[src/rtl/serial_sym_pkg.sv]
// Shared widths, encodings and symbol-length helper for serial_sym_arbiter.
// Build option SERIAL_SYM_PARITY_EN appends one even-parity bit to every symbol.
package serial_sym_pkg;

  localparam int ASCII_W    = 7;
  localparam int B64_W      = 6;
  localparam int FRAME_SYMS = 12;

`ifdef SERIAL_SYM_PARITY_EN
  localparam bit PARITY_EN = 1'b1;
`else
  localparam bit PARITY_EN = 1'b0;
`endif

  localparam logic MODE_ASCII = 1'b0;
  localparam logic MODE_B64   = 1'b1;

  typedef enum logic {IDLE = 1'b0, SHIFT = 1'b1} state_t;

  // Shift register holds the widest symbol plus a slot for the parity bit.
  localparam int SR_W  = ASCII_W + 1;
  localparam int CNT_W = 3;

  function automatic logic [3:0] sym_bits(input logic mode, input bit parity);
    int n;
    n = (mode == MODE_B64) ? B64_W : ASCII_W;
    if (parity) n = n + 1;
    return 4'(n);
  endfunction

endpackage

[src/rtl/serial_sym_shifter.sv]
// Parallel-load MSB-first shift register with bit down-counter; last flags counter zero.
// Parity bit (SERIAL_SYM_PARITY_EN) is packed directly behind the data bits at load time.
module sym_shifter
  import serial_sym_pkg::*;
(
  input  logic               clk,
  input  logic               rst,
  input  logic               load,
  input  logic               shift,
  input  logic [ASCII_W-1:0] sym,
  input  logic               mode,
  output logic               ser_bit,
  output logic               last
);

  logic [SR_W-1:0]  sreg;
  logic [CNT_W-1:0] cnt;
  logic [SR_W-1:0]  load_val;

  always_comb begin
    load_val = '0;
`ifdef SERIAL_SYM_PARITY_EN
    if (mode == MODE_ASCII) load_val = {sym, ^sym};
    else                    load_val = {sym[B64_W-1:0], ^sym[B64_W-1:0], 1'b0};
`else
    if (mode == MODE_ASCII) load_val = {sym, 1'b0};
    else                    load_val = {sym[B64_W-1:0], 2'b00};
`endif
  end

  always_ff @(posedge clk or negedge rst) begin
    if (!rst) begin
      sreg <= '0;
      cnt  <= '0;
    end else if (load) begin
      sreg <= load_val;
      cnt  <= CNT_W'(sym_bits(mode, PARITY_EN) - 4'd1);
    end else if (shift) begin
      sreg <= {sreg[SR_W-2:0], 1'b0};
      cnt  <= cnt - CNT_W'(1);
    end
  end

  assign ser_bit = sreg[SR_W-1];
  assign last    = (cnt == '0);

endmodule

[src/rtl/serial_sym_arbiter.sv]
// Two-requester symbol arbiter with frame ownership feeding one MSB-first serial line.
// SERIAL_SYM_PARITY_EN (see serial_sym_pkg) adds a parity cycle per symbol.
module serial_sym_arbiter #(
  parameter int FRAME_SYMS = serial_sym_pkg::FRAME_SYMS
) (
  input  logic       clk,
  input  logic       rst,
  input  logic       req0,
  input  logic [6:0] sym0,
  input  logic       mode0,
  output logic       gnt0,
  input  logic       req1,
  input  logic [6:0] sym1,
  input  logic       mode1,
  output logic       gnt1,
  output logic       ser_out,
  output logic       ser_valid,
  output logic       sym_last,
  output logic       owner,
  output logic       busy
);
  import serial_sym_pkg::*;

  localparam int FC_W = $clog2(FRAME_SYMS + 1);

  state_t          state;
  logic            rr_ptr;
  logic [FC_W-1:0] fcnt;
  logic            sh_bit, sh_last;
  logic            own_req, oth_req;
  logic            do_grant, gsel, frame_end, fcnt_inc;
  logic [6:0]      gsym;
  logic            gmode;

  // Rearbitration happens on the last bit cycle so the next symbol follows with no bubble.
  always_comb begin
    do_grant  = 1'b0;
    gsel      = owner;
    frame_end = 1'b0;
    fcnt_inc  = 1'b0;
    own_req   = owner ? req1 : req0;
    oth_req   = owner ? req0 : req1;
    if (state == IDLE) begin
      if (req0 || req1) begin
        do_grant = 1'b1;
        gsel     = (req0 && req1) ? rr_ptr : req1;
      end
    end else if (sh_last) begin
      if (own_req && (fcnt < FC_W'(FRAME_SYMS))) begin
        do_grant = 1'b1;
        gsel     = owner;
        fcnt_inc = 1'b1;
      end else begin
        frame_end = 1'b1;
        if (oth_req) begin
          do_grant = 1'b1;
          gsel     = ~owner;
        end else if (own_req) begin
          do_grant = 1'b1;
          gsel     = owner;
        end
      end
    end
  end

  assign gnt0  = do_grant & ~gsel;
  assign gnt1  = do_grant & gsel;
  assign gsym  = gsel ? sym1 : sym0;
  assign gmode = gsel ? mode1 : mode0;

  always_ff @(posedge clk or negedge rst) begin
    if (!rst) begin
      state  <= IDLE;
      owner  <= 1'b0;
      rr_ptr <= 1'b0;
      fcnt   <= '0;
    end else begin
      if (frame_end) rr_ptr <= ~owner;
      if (do_grant) begin
        state <= SHIFT;
        owner <= gsel;
        fcnt  <= fcnt_inc ? fcnt + FC_W'(1) : FC_W'(1);
      end else if ((state == SHIFT) && sh_last) begin
        state <= IDLE;
      end
    end
  end

  sym_shifter u_shifter (
    .clk     (clk),
    .rst     (rst),
    .load    (do_grant),
    .shift   (state == SHIFT),
    .sym     (gsym),
    .mode    (gmode),
    .ser_bit (sh_bit),
    .last    (sh_last)
  );

  assign ser_valid = (state == SHIFT);
  assign busy      = (state == SHIFT);
  assign ser_out   = ser_valid & sh_bit;
  assign sym_last  = ser_valid & sh_last;

endmodule

[config.mk]
export PLATFORM = sky130hd
export DESIGN_NAME = serial_sym_arbiter
export DESIGN_NICKNAME = d
export VERILOG_FILES = /design/src/rtl/serial_sym_pkg.sv /design/src/rtl/serial_sym_shifter.sv /design/src/rtl/serial_sym_arbiter.sv
export SDC_FILE = /design/constraint.sdc
export NUM_CORES = 1
export LEC_CHECK = 0
export ABC_AREA = 1
export CORE_MARGIN = 4
export CORE_UTILIZATION = 53
export DETAILED_ROUTE_END_ITERATION = 10
export GPL_ROUTABILITY_DRIVEN = 0
export PLACE_DENSITY = 0.95
export SKIP_LAST_GASP = 1
export SYNTH_ARGS = -nofsm -noshare
export SYNTH_HDL_FRONTEND = slang
export SYNTH_SLANG_ARGS = --single-unit
[constraint.sdc]
create_clock -name clk -period 3.7 [get_ports clk]
set_input_delay 0.74 -clock clk [delete_from_list [all_inputs] [get_ports clk]]
set_output_delay 0.74 -clock clk [all_outputs]
set_load 0.02 [all_outputs]
Word-level counts from Yosys, hierarchy flattened
Index checks and enable logic that the tools add are counted.
{ "totals": {"rom_bits": 0, "mem_bits_rw": 0, "mem_count": 0, "ff_bits": 18, "latchBits": 0, "word_cells": 54} }
{ "op_classes": {"n_eq_ne": 0, "mux": 31, "order_cmp": 1, "n_reduce_logical": 7, "div_mod_pow": 0, "bitwise": 6, "n_mul": 0, "n_addsub": 3, "shifts": 0} }
{ "ops": {"columns": ["operator", "count"], "rows": [
  ["1-bit two-way mux", 24],
  ["8-bit two-way mux", 3],
  ["7-bit two-way mux", 1],
  ["3-bit two-way mux", 2],
  ["3-bit by 1-bit subtractor with 3-bit output, second input constant", 2],
  ["4-bit by 1-bit adder with 4-bit output, second input constant", 1],
  ["1-bit AND", 4],
  ["4-bit < comparator, second input constant", 1],
  ["4-bit two-way mux", 1],
  ["2-bit nonzero test", 2],
  ["1-bit logical AND", 3],
  ["3-bit logical NOT", 1],
  ["1-bit NOT", 2],
  ["1-bit logical OR", 1]
]} }

Logic depth before layout (Yosys ltp)
{ "depth": {"ltp_word": 9, "mapped_depth": 15, "ltp_nobuf": 14} }

Modules after synthesis
From an unflattened synthesis, not the netlist that was laid out.
{ "unflattened": {"hier_cells": 167, "area_unflattened_um2": 1143.6} }
{ "modules_own_cells": {"columns": ["mod", "area_each_um2", "cells_per_inst", "seq_area_each_um2", "n_inst"], "rows": [
  ["sym_shifter", 590.6, 79, 250.2, 1],
  ["serial_sym_arbiter", 553.0, 88, 175.2, 1]
]} }

Least setup slack after synthesis
Ideal clock, no wire load.
{ "synth_path": {"path_kind": "input-to-output", "startpoint": "in req1", "endpoint": "out gnt0", "t_arrival_ns": 1.670, "t_required_ns": 2.960, "slack_ns": 1.290, "stages": 10, "cell_sequence": "inv_1 > nand2_1 > nand3_1 > nand3_1 > nand2_1 > inv_4 > nand2_2 > buf_6 > inv_1 > nor2_1"} }
{ "synth_via": {"elab_chain_len": 7} }
{ "synth_lines": {"columns": ["element", "line_no", "source"], "rows": [
  ["start: declaration", "serial_sym_arbiter.sv:12", "input logic req1,"],
  ["1-bit two-way mux (on tied branches)", "serial_sym_arbiter.sv:41, serial_sym_arbiter.sv:42", null],
  ["1-bit two-way mux (tied with other cells)", "serial_sym_arbiter.sv:58", "end else if (own_req) begin"],
  ["1-bit two-way mux (on tied branches)", "serial_sym_arbiter.sv:55, serial_sym_arbiter.sv:49", null],
  ["1-bit two-way mux (on tied branches)", "serial_sym_arbiter.sv:49, serial_sym_arbiter.sv:48", null],
  ["1-bit two-way mux (on tied branches)", "serial_sym_arbiter.sv:48, serial_sym_arbiter.sv:43", null],
  ["1-bit two-way mux or 1-bit NOT (tied branches)", "serial_sym_arbiter.sv:43, serial_sym_arbiter.sv:66", null],
  ["1-bit AND (*)", "serial_sym_arbiter.sv:66", "assign gnt0 = do_grant & ~gsel;"],
  ["end: declaration", "serial_sym_arbiter.sv:11", "output logic gnt0,"]
]} }
Mark *: on every way between the ends. The rest lies on a longest branch, timed or not.

Final worst setup path
{ "layout_path": {"startpoint": "in req1", "endpoint": "out gnt1"} }
{ "layout_via": {"elab_chain_len": 7} }
{ "layout_lines": {"columns": ["element", "line_no", "source"], "rows": [
  ["1-bit two-way mux", "serial_sym_arbiter.sv:41", "own_req = owner ? req1 : req0;"],
  ["1-bit two-way mux", "serial_sym_arbiter.sv:58", null],
  ["1-bit two-way mux", "serial_sym_arbiter.sv:55", "if (oth_req) begin"],
  ["1-bit two-way mux", "serial_sym_arbiter.sv:49", "if (own_req && (fcnt < FC_W'(FRAME_SYMS))) begin"],
  ["1-bit two-way mux", "serial_sym_arbiter.sv:48", "end else if (sh_last) begin"],
  ["1-bit two-way mux", "serial_sym_arbiter.sv:43", "if (state == IDLE) begin"],
  ["1-bit AND (*)", "serial_sym_arbiter.sv:67", "assign gnt1 = do_grant & gsel;"],
  ["end: declaration", "serial_sym_arbiter.sv:15", "output logic gnt1,"]
]} }
Marked as above.

==> summary.txt <==
Status
  • Run status: completed

Synth
  • Async set-reset flop share out of synthesis: 1.000
  • Most used DFF post-synth: dfrtp_1
  • Mapped Cells: 160
  • Top-count cell post-synth: nand2_1
  • Seq/Total Area, Yosys: 0.3656
  • Synth warn: 0
  • Yosys top cell area share: 0.3656
  • Seq cells post-synth: 17
  • Cell variety after synth: 26
  • Mapped Avg Cell Area: slightly above 7 sq um
  • Post-synth EDFFs: 0
  • Synthesized area: roughly 1200 sq um
  • Synth cell count leaders: nand2_1, nand3_1, inv_1
  • Largest area contributor in the synthesized netlist: dfrtp_1
  • Net Count, Synth: 183
  • Synth top area cells: dfrtp_1, nand2_1, nand3_1

Floorplan
  • CORE AREA: around 2000 sq um
  • Die H: 54.86 um
  • Die Width: 54.86 um
  • # IOs: 27
  • Rows: 16
  • Initial Utilization: 0.5755
  • Die ar.: 3009 sq um

Cells and area
  • Fill count: around 170
  • Ant diodes: 0
  • Post-route cell area: 1464 sq um
  • Nets: around 210
  • Share of post-route cells with drive strength above 1: 0.1123
  • Area grow syn2layout: 25.81%
  • Fin cells: 214

CTS
  • Sink Count: 17
  • Worst-path clk slew: ~0.08 ns
  • Clk_lat worst skew: 0.30 ns
  • Cts hold-fix bufs: 0
  • Clock Tree Root: clkbuf_4
  • Post-CTS sizing: 0
  • CTS H-tree lvls: 1
  • Setup bufs post-CTS: 0
  • Longest Clk Path Bufs: 2
  • CTS tree: built
  • Inserted Clock Buffers: 3

Drt
  • Initial DRT Pass Iterations: 4
  • Violation count after the first detailed-routing iteration: 17
  • Vias/cell: 5.336
  • DRC: 0
  • Via count: 1142
  • DRT Wirelength: 2780 um
  • DRT antenna net count: 0
  • Wirelength per Cell: 12.99 um

Critical path
  • Critical path peak fanout: 11
  • Worst reg-to-reg setup slack: roughly 1.6 ns
  • WP data required: 2.96 ns
  • Reg2Reg Depth: 13
  • R2R Path Start: u_shifter.cnt[0]$_DFFE_PN0P_
  • Crit Reg-Reg Endpoint: u_shifter.cnt[0]$_DFFE_PN0P_
  • Startpoint types: input pin
  • Worst setup EP type: output port
  • Crit Path Class: in2out
  • WP data arrival: 2.71 ns

GRT
  • First-pass GRT wire length: between 4000 and 5000 um
  • Total global-route track usage: 0.2272
  • Largest net degree at the start of global routing: 18
  • Number of global-route vias before repair: 1138
  • Antenna violations before repair: 0
  • Total grt overflow: 0

Min path
  • Hold-critical path depth: 2
  • HP Class: reg2reg
  • Worst Hold Endpoint: u_shifter.cnt[2]$_DFFE_PN0P_
  • Hold Startpoint: u_shifter.cnt[2]$_DFFE_PN0P_

Placement
  • Port bufs: 26
  • DP Cell Count: 210
  • Post-DP HPWL: 2330 um
  • Cell Area, Placed: between 1000 and 1500 sq um

Pwr
  • Total power: 957.5 uW
  • Worst VDD drop: ~0.44 mV
  • P_leak: between 0.0007 and 0.0008 uW
  • PwrDens: 654.1 nW/um^2

STA
  • Final hold violations: 0
  • Setup Viol. Count Final: 0
  • Max Clock Skew: 0.01378 ns
  • Max Clock Freq: 0.2895 GHz
  • Worst Hold Slack: 0.5044 ns
  • Final period utilization: 0.9335
  • Pins Over Slew Limit: 0
  • Slew margin rel.: 0.5012
  • Slew @ Worst Pin: 0.7459 ns
  • Setup TNS: 0 ns
  • RSZ-0062 raised after global routing: false
  • Crit path time final: 3.454 ns

Job
  • MaxCap Viol Count: 0
-- registers in the layout (all words and copies together) (netlist names) --
signal	count
u_shifter.sreg	7
fcnt	4
u_shifter.cnt	3
busy	1
owner	1
rr_ptr	1
-- logic make-up after synthesis --
group	Yosys count	synth area share
muxes	1	0.009677
xor gates and xnor gates	1	0.007528
and+or+nand+nor	96	0.4097
buffers and inverters	26	0.09678
DFF	17	0.3656
AOI/OAI and AO/OA	16	0.07851
adders and majority gates	3	0.03226
-- placed cells by master (no fill, tap or decap), drive strengths merged --
master / synthesis / layout
xnor2: 1 / 1
nand2: 50 / 50
nand3: 33 / 33
or2: 6 / 6
o211ai: 1 / 1
clkbuf: 1 / 4
a21oi: 2 / 2
clkdlybuf4s50: 0 / 26
o221ai: 1 / 1
buf: 3 / 1
nand3b: 1 / 1
dfrtp: 17 / 17
mux2: 1 / 1
a31oi: 1 / 1
inv: 22 / 22
ha: 3 / 3
o21ai: 10 / 10
o22a: 1 / 1
nor2: 6 / 6
-- worst max-delay path: stages --
cell and delay (ns):
clkdlybuf4s50_1 0.57, inv_1 0.07, nand2_1 0.07, nand3_1 0.11
nand3_1 0.09, nand2_1 0.08, inv_4 0.11, nand2_2 0.14
nor2_1 0.12, clkdlybuf4s50_1 0.62
-- how the worst max path moves through the flow --
stage	slack [ns]	endpoint	from
CTS	0.25	gnt0	req1
global placement	0.32	gnt0	req1
finish	0.25	gnt1	req1
floorplan	1.29	gnt0	req1
global route	0.10	gnt0	req1
detailed placement	0.25	gnt1	req1
-- routing by layer --
| metal | track usage | vias up | share of wire |
|---|---|---|---|
| li1 | - | 571 | - |
| met1 | 0.2399 | 531 | 0.38 |
| met2 | 0.4350 | 35 | 0.56 |
| met3 | 0.06540 | 5 | 0.053 |
| met4 | 0.04979 | 0 | 0.0086 |
| met5 | 0 | - | 0 |
-- power breakdown --
| part | switching (uW) | internal, uW |
|---|---|---|
| clock network | 54.7 | 42.0 |
| registers | 47.7 | 259 |
| logic | 339 | 215 |
| total | 441 | 517 |
-- area by class of cell --
class | instances | area (sq um) | share of cell area
tap | 27 | 33.78 | 0.02308
inverter | 22 | 85.08 | 0.05812
sequential | 17 | 425.4 | 0.2906
multi-input combinational | 117 | 625.6 | 0.4274
timing repair buffer | 27 | 267.8 | 0.1829
clock buffer | 4 | 26.28 | 0.01795
-- metrics by stage --
stage	setup WS [ns]	utilization
5_1_grt	0.1006	0.7240
3_5_place_dp	0.2485	0.7110
2_1_floorplan	1.290	-
4_1_cts	0.2525	0.7240
3_3_place_gp	0.3221	0.7110
6_report	0.2461	0.7240
No activity file was read; power rests on OpenSTA's default activity.
